**src/rtl/sync_merge_n.sv**
```systemverilog
// N-way four-phase request/acknowledge merge for a clocked island.
// Requests and the merged acknowledge are synchronised, then arbitrated one handshake at a time.
module sync_merge_n #(
    parameter int unsigned N           = 4,
    parameter int unsigned DW          = 8,
    parameter int unsigned SYNC_STAGES = 2,
    parameter int unsigned MODE        = 0,
    localparam int unsigned GW         = (N > 1) ? $clog2(N) : 1
) (
    input  logic            clk,
    input  logic            reset,
    input  logic [N-1:0]    r_in,
    output logic [N-1:0]    a_in,
    input  logic [N*DW-1:0] d_in,
    output logic            r_out,
    input  logic            a_out,
    output logic [DW-1:0]   d_out,
    output logic [GW-1:0]   grant_id,
    output logic            busy
);

    typedef enum logic [1:0] {StIdle, StReq, StAck, StRtz} state_e;

    logic [SYNC_STAGES-1:0][N-1:0] r_sync_q;
    logic [SYNC_STAGES-1:0]        a_sync_q;
    logic [N-1:0]                  rs;
    logic                          a_s;

    state_e          state_q, state_d;
    logic            r_out_q, r_out_d;
    logic [N-1:0]    a_in_q, a_in_d;
    logic [N-1:0]    oh_q, oh_d;
    logic [DW-1:0]   d_out_q, d_out_d;
    logic [GW-1:0]   grant_q, grant_d;
    logic            busy_q, busy_d;
    logic [GW-1:0]   ptr_q, ptr_d;

    int              arb_idx;
    logic [N-1:0]    arb_oh;
    logic [DW-1:0]   arb_data;
    logic [GW-1:0]   arb_grant;

    always_ff @(posedge clk or posedge reset) begin
        if (reset) begin
            r_sync_q <= '0;
            a_sync_q <= '0;
        end else begin
            r_sync_q <= {r_sync_q[SYNC_STAGES-2:0], r_in};
            a_sync_q <= {a_sync_q[SYNC_STAGES-2:0], a_out};
        end
    end

    assign rs  = r_sync_q[SYNC_STAGES-1];
    assign a_s = a_sync_q[SYNC_STAGES-1];

    // Round robin searches pointer+1 .. pointer+N; the smallest offset wins.
    always_comb begin
        arb_idx = 0;
        if (N > 1) begin
            if (MODE == 0) begin
                for (int i = int'(N) - 1; i >= 0; i--) begin
                    if ((rs & (N'(1) << i)) != '0) arb_idx = i;
                end
            end else begin
                for (int k = int'(N); k >= 1; k--) begin
                    if ((rs & (N'(1) << ((int'(ptr_q) + k) % int'(N)))) != '0) begin
                        arb_idx = (int'(ptr_q) + k) % int'(N);
                    end
                end
            end
        end
    end

    assign arb_oh    = N'(1) << arb_idx;
    assign arb_data  = d_in[arb_idx*DW +: DW];
    assign arb_grant = arb_idx[GW-1:0];

    always_comb begin
        state_d = state_q;
        r_out_d = r_out_q;
        a_in_d  = a_in_q;
        oh_d    = oh_q;
        d_out_d = d_out_q;
        grant_d = grant_q;
        busy_d  = busy_q;
        ptr_d   = ptr_q;
        unique case (state_q)
            StIdle: begin
                if ((rs != '0) && !a_s) begin
                    r_out_d = 1'b1;
                    grant_d = arb_grant;
                    oh_d    = arb_oh;
                    d_out_d = arb_data;
                    busy_d  = 1'b1;
                    state_d = StReq;
                end
            end
            StReq: begin
                if (a_s) begin
                    a_in_d  = oh_q;
                    state_d = StAck;
                end
            end
            StAck: begin
                if ((rs & oh_q) == '0) begin
                    r_out_d = 1'b0;
                    state_d = StRtz;
                end
            end
            StRtz: begin
                if (!a_s) begin
                    a_in_d  = '0;
                    busy_d  = 1'b0;
                    if (MODE == 1) ptr_d = grant_q;
                    state_d = StIdle;
                end
            end
            default: state_d = StIdle;
        endcase
    end

    always_ff @(posedge clk or posedge reset) begin
        if (reset) begin
            state_q <= StIdle;
            r_out_q <= 1'b0;
            a_in_q  <= '0;
            oh_q    <= '0;
            d_out_q <= '0;
            grant_q <= '0;
            busy_q  <= 1'b0;
            ptr_q   <= GW'(N - 1);
        end else begin
            state_q <= state_d;
            r_out_q <= r_out_d;
            a_in_q  <= a_in_d;
            oh_q    <= oh_d;
            d_out_q <= d_out_d;
            grant_q <= grant_d;
            busy_q  <= busy_d;
            ptr_q   <= ptr_d;
        end
    end

    assign r_out    = r_out_q;
    assign a_in     = a_in_q;
    assign d_out    = d_out_q;
    assign grant_id = grant_q;
    assign busy     = busy_q;

endmodule
```
**config.mk**
```make
export PLATFORM = sky130hd
export DESIGN_NAME = sync_merge_n
export DESIGN_NICKNAME = d
export VERILOG_FILES = /design/src/rtl/sync_merge_n.sv
export SDC_FILE = /design/constraint.sdc
export NUM_CORES = 1
export LEC_CHECK = 0
export CAP_MARGIN = 20
export CORE_MARGIN = 8
export CORE_UTILIZATION = 35
export CTS_CLUSTER_DIAMETER = 50
export DETAILED_ROUTE_END_ITERATION = 6
export GPL_TIMING_DRIVEN = 0
export PLACE_DENSITY = 0.7
export SYNTH_ARGS = -nofsm -noshare
export SYNTH_HDL_FRONTEND = slang
export SYNTH_SLANG_ARGS = --single-unit
```
**constraint.sdc**
```tcl
create_clock -name clk -period 4.3 [get_ports clk]
set_clock_uncertainty 0.2 [all_clocks]
set_input_delay 1.29 -clock clk [delete_from_list [all_inputs] [get_ports clk]]
set_output_delay 1.29 -clock clk [all_outputs]
set_load 0.01 [all_outputs]
```
==> flow_summary_export.csv <==
group,metric,value,unit
power_and_ir_drop,p_seq_frac,0.377,
timing,finalHoldViolCount,0,
timing,fin_crit_sh,0.6284,
worst_hold_path,hold_class,"reg2reg",
grt,grt_antenna_before_repair,0,
clock_network,path_clk_slew,0.07,ns
placed_design,finalWeightedCongestion,0.7369,
worst_setup_path,slowest_delay,0.55,ns
die,coreArea,4354,sq um
routing,drtIter0Drc,64,
final_layout,fin_cells,268,
routing,vias_per_cell,4.963,
final_layout,diodes,0,
logic_synthesis,synth.most_common_cell,"dfrtp_1",
clock_network,ctsRootBufferMaster,"clkbuf_8",
worst_hold_path,min_to,"rs[0]$_DFF_PP0_",
worst_setup_path,crit_type,"reg2out",
clock_network,cts_tree,"done",
power_and_ir_drop,p_per_area,540.3,nW/um^2
clock_network,clk_latency,0.28,ns
clock_network,htree_levels,2,
worst_setup_path,cp-start-kind,"flip-flop",
job,max-cap-violations,0,
clock_network,numCtsBuffers,5,
timing,fmax,370.1,MHz
placed_design,dp_hpwl,2.932,mm
clock_network,clock-sinks,32,
routing,drcViolationCount,0,
logic_synthesis,yosys_warnings,0,
die,start_util,0.3606,
logic_synthesis,netlist_area,1570,sq um
outcome,status,"finished, final reports clean",
logic_synthesis,synth.net_count,196,
die,die_y,82.98,um
grt,grt_overflow,0,
routing,ant_nets,0,
die,rows,24,
grt,grt-busiest-layer,"met2",
logic_synthesis,ys_types,31,
worst_hold_path,holdPathStages,0,
grt,grt_max_degree,22,
grt,grt_pass1_vias,1396,
timing,slew_violations,0,
logic_synthesis,synth_edf_count,0,
grt,use_met2,0.1980,
grt,grt_util_all_layers,0.1192,
timing,worstMarginPinSlew,0.9013,ns
die,io_pins,55,
grt,grt_pass1_wl,6.810,mm
logic_synthesis,yosysSeqAreaShare,0.5100,
power_and_ir_drop,power_frac_clock,0.191,
worst_setup_path,path_buf_inv,1,
worst_setup_path,crit-reg2reg-capture,"state_q[1]$_DFFE_PP0P_",
worst_setup_path,r2r_slack,2.29,ns
worst_hold_path,hp-start,"r_sync_q[0]$_DFF_PP0_",
worst_setup_path,critPathTopFamily,"buffers and inverters",
placed_design,io_buffers,54,
worst_setup_path,cp_max_fo,3,
die,die_w,82.98,um
routing,vias,1330,
worst_setup_path,worst_ep_arrival_time,1.21,ns
worst_setup_path,required,2.81,ns
timing,period_needed,2.702,ns
logic_synthesis,synth_common_cells,"dfrtp_1, nor2_1, inv_1",
timing,setup_viol,0,
worst_setup_path,crit_path_end_kind,"primary output",
power_and_ir_drop,swShare,0.3350,
worst_setup_path,cp_slowest_cell,"clkdlybuf4s50_1",
clock_network,cts_setup_buffers,0,
routing,detail_route.first_pass.iterations,4,
worst_setup_path,path_cells,"clkdlybuf4s50_1",
timing,final.setup.tns,0,ns
routing,wirelength,3.951,mm
grt,grtUsageMet1,0.1367,
clock_network,post_cts_resized,0,
logic_synthesis,synth_seq_cells,32,
logic_synthesis,avgSynthCellArea,10.26,sq um
placed_design,placedCellCount,260,
logic_synthesis,synthCells,153,
clock_network,postCtsHoldBufs,0,
routing,wl_per_cell,14.74,um
power_and_ir_drop,pwr-share-comb,0.432,
final_layout,layout-drive-gt1-share,0.1204,
final_layout,nets,258,
logic_synthesis,synth_top_area_cell,"dfrtp_1",
final_layout,synthToLayoutAreaGrowth,46.22,%
worst_setup_path,reg2reg_depth,6,
timing,rsz0062_at_grt,"no",
logic_synthesis,async_flop_share,1.000,
power_and_ir_drop,ir_worst_vdd,341.2,uV
timing,max_slew_margin,0.3945,
logic_synthesis,synth_top_area_frac,0.5100,
clock_network,cts_buffer_depth,2,
worst_setup_path,r2r-start,"state_q[1]$_DFFE_PP0P_",
grt,met3_usage,0.04004,
power_and_ir_drop,p_switching,0.4156,mW
logic_synthesis,synth_ff_type,"dfrtp_1",
power_and_ir_drop,p_int,0.8250,mW
power_and_ir_drop,power_leakage,0.9723,nW
logic_synthesis,netlist_top_cells_area,"dfrtp_1, nor2_1, a221oi_1, inv_1, a31oi_1",
die,die_area,6886,sq um
## worst reg2reg max path, stage by stage, from the launching register on
cell	delay, ns
dfrtp_1	0.41
ha_1	0.18
buf_1	0.21
or2b_1	0.29
a21oi_1	0.19
o22ai_2	0.11
mux2_4	0.31
## worst max-delay path by stage
stage	from	endpoint	depth (start not counted)
floorplan	reset	a_in[0]$_DFFE_PP0P_	1
global placement	reset	a_in[1]$_DFFE_PP0P_	2
detailed placement	d_in[12]	d_out[4]$_DFFE_PP0P_	5
CTS	busy$_DFFE_PP0P_	busy	1
global route	a_in[0]$_DFFE_PP0P_	a_in[0]	1
finish	busy$_DFFE_PP0P_	busy	1
## power by group through the flow
stage                     clock network [mW]  logic, mW  registers, mW
after floorplan                            0      0.275          0.496
after global placement                     0      0.526          0.471
after detailed placement                   0      0.539          0.474
after CTS                              0.242      0.543          0.470
after global routing                   0.254      0.594          0.485
final                                  0.237      0.536          0.468
## sequential cells by signal, indices dropped and copies added (netlist names)
name,flops
d_out,8
a_in,4
oh_q,4
r_sync_q,4
rs,4
a_sync_q,2
grant_id,2
state_q,2
busy,1
r_out,1
## layout by cell type (no fill, tap or decap), drive strengths merged
master / netlist / layout
clkbuf: 2 / 8
a21oi: 5 / 5
nor4b: 1 / 1
dfrtp: 32 / 32
a221oi: 11 / 11
clkdlybuf4s50: 0 / 54
nor3b: 1 / 1
nand2b: 1 / 1
o2bb2ai: 1 / 1
o22ai: 2 / 2
or2b: 1 / 1
and2: 1 / 1
or2: 1 / 1
mux2: 5 / 5
o21ai: 9 / 9
a31oi: 8 / 8
ha: 4 / 4
inv: 15 / 15
clkinv: 0 / 2
nor2: 29 / 29
nor3: 5 / 5
mux2i: 1 / 1
buf: 7 / 8
a211oi: 3 / 3
nor4: 1 / 1
nand2: 6 / 6
a22o: 1 / 1
## cell type report
cell class	instances	area (sq um)
inverter	15	56.30
buffer	9	58.81
tap	52	65.06
clock buffer	6	82.58
sequential	32	800.8
timing repair buffer	55	568.0
multi-input combinational	97	654.4
fill	398	2058
clock inverter	2	10.01
## routing by layer
| layer | share of wire | vias to the layer above |
|---|---|---|
| met3 | 0.056 | 5 |
| met2 | 0.47 | 37 |
| met1 | 0.46 | 633 |
| met5 | 0 | - |
| met4 | 0.012 | 0 |
| li1 | - | 655 |
## cell families after synthesis
kind of cell / synth area share
compound gates: 0.1801
buf+inv: 0.07331
fa+ha+maj: 0.03187
flops: 0.5100
simple gates: 0.1602
mux: 0.04462
## stage by stage
stage	worst slack, ns	power [mW]	area, sq um	utilization	hold slack, ns
global route	1.534	1.334	2296	0.5273	0.1548
global placement	1.353	0.9972	2176	0.4997	0.1315
floorplan	2.119	0.7709	1570	-	0.1312
CTS	1.587	1.256	2296	0.5273	0.1492
finish	1.598	1.241	2296	0.5273	0.1481
detailed placement	1.779	1.012	2203	0.5060	0.1347
No activity file was read; power rests on OpenSTA's default activity.
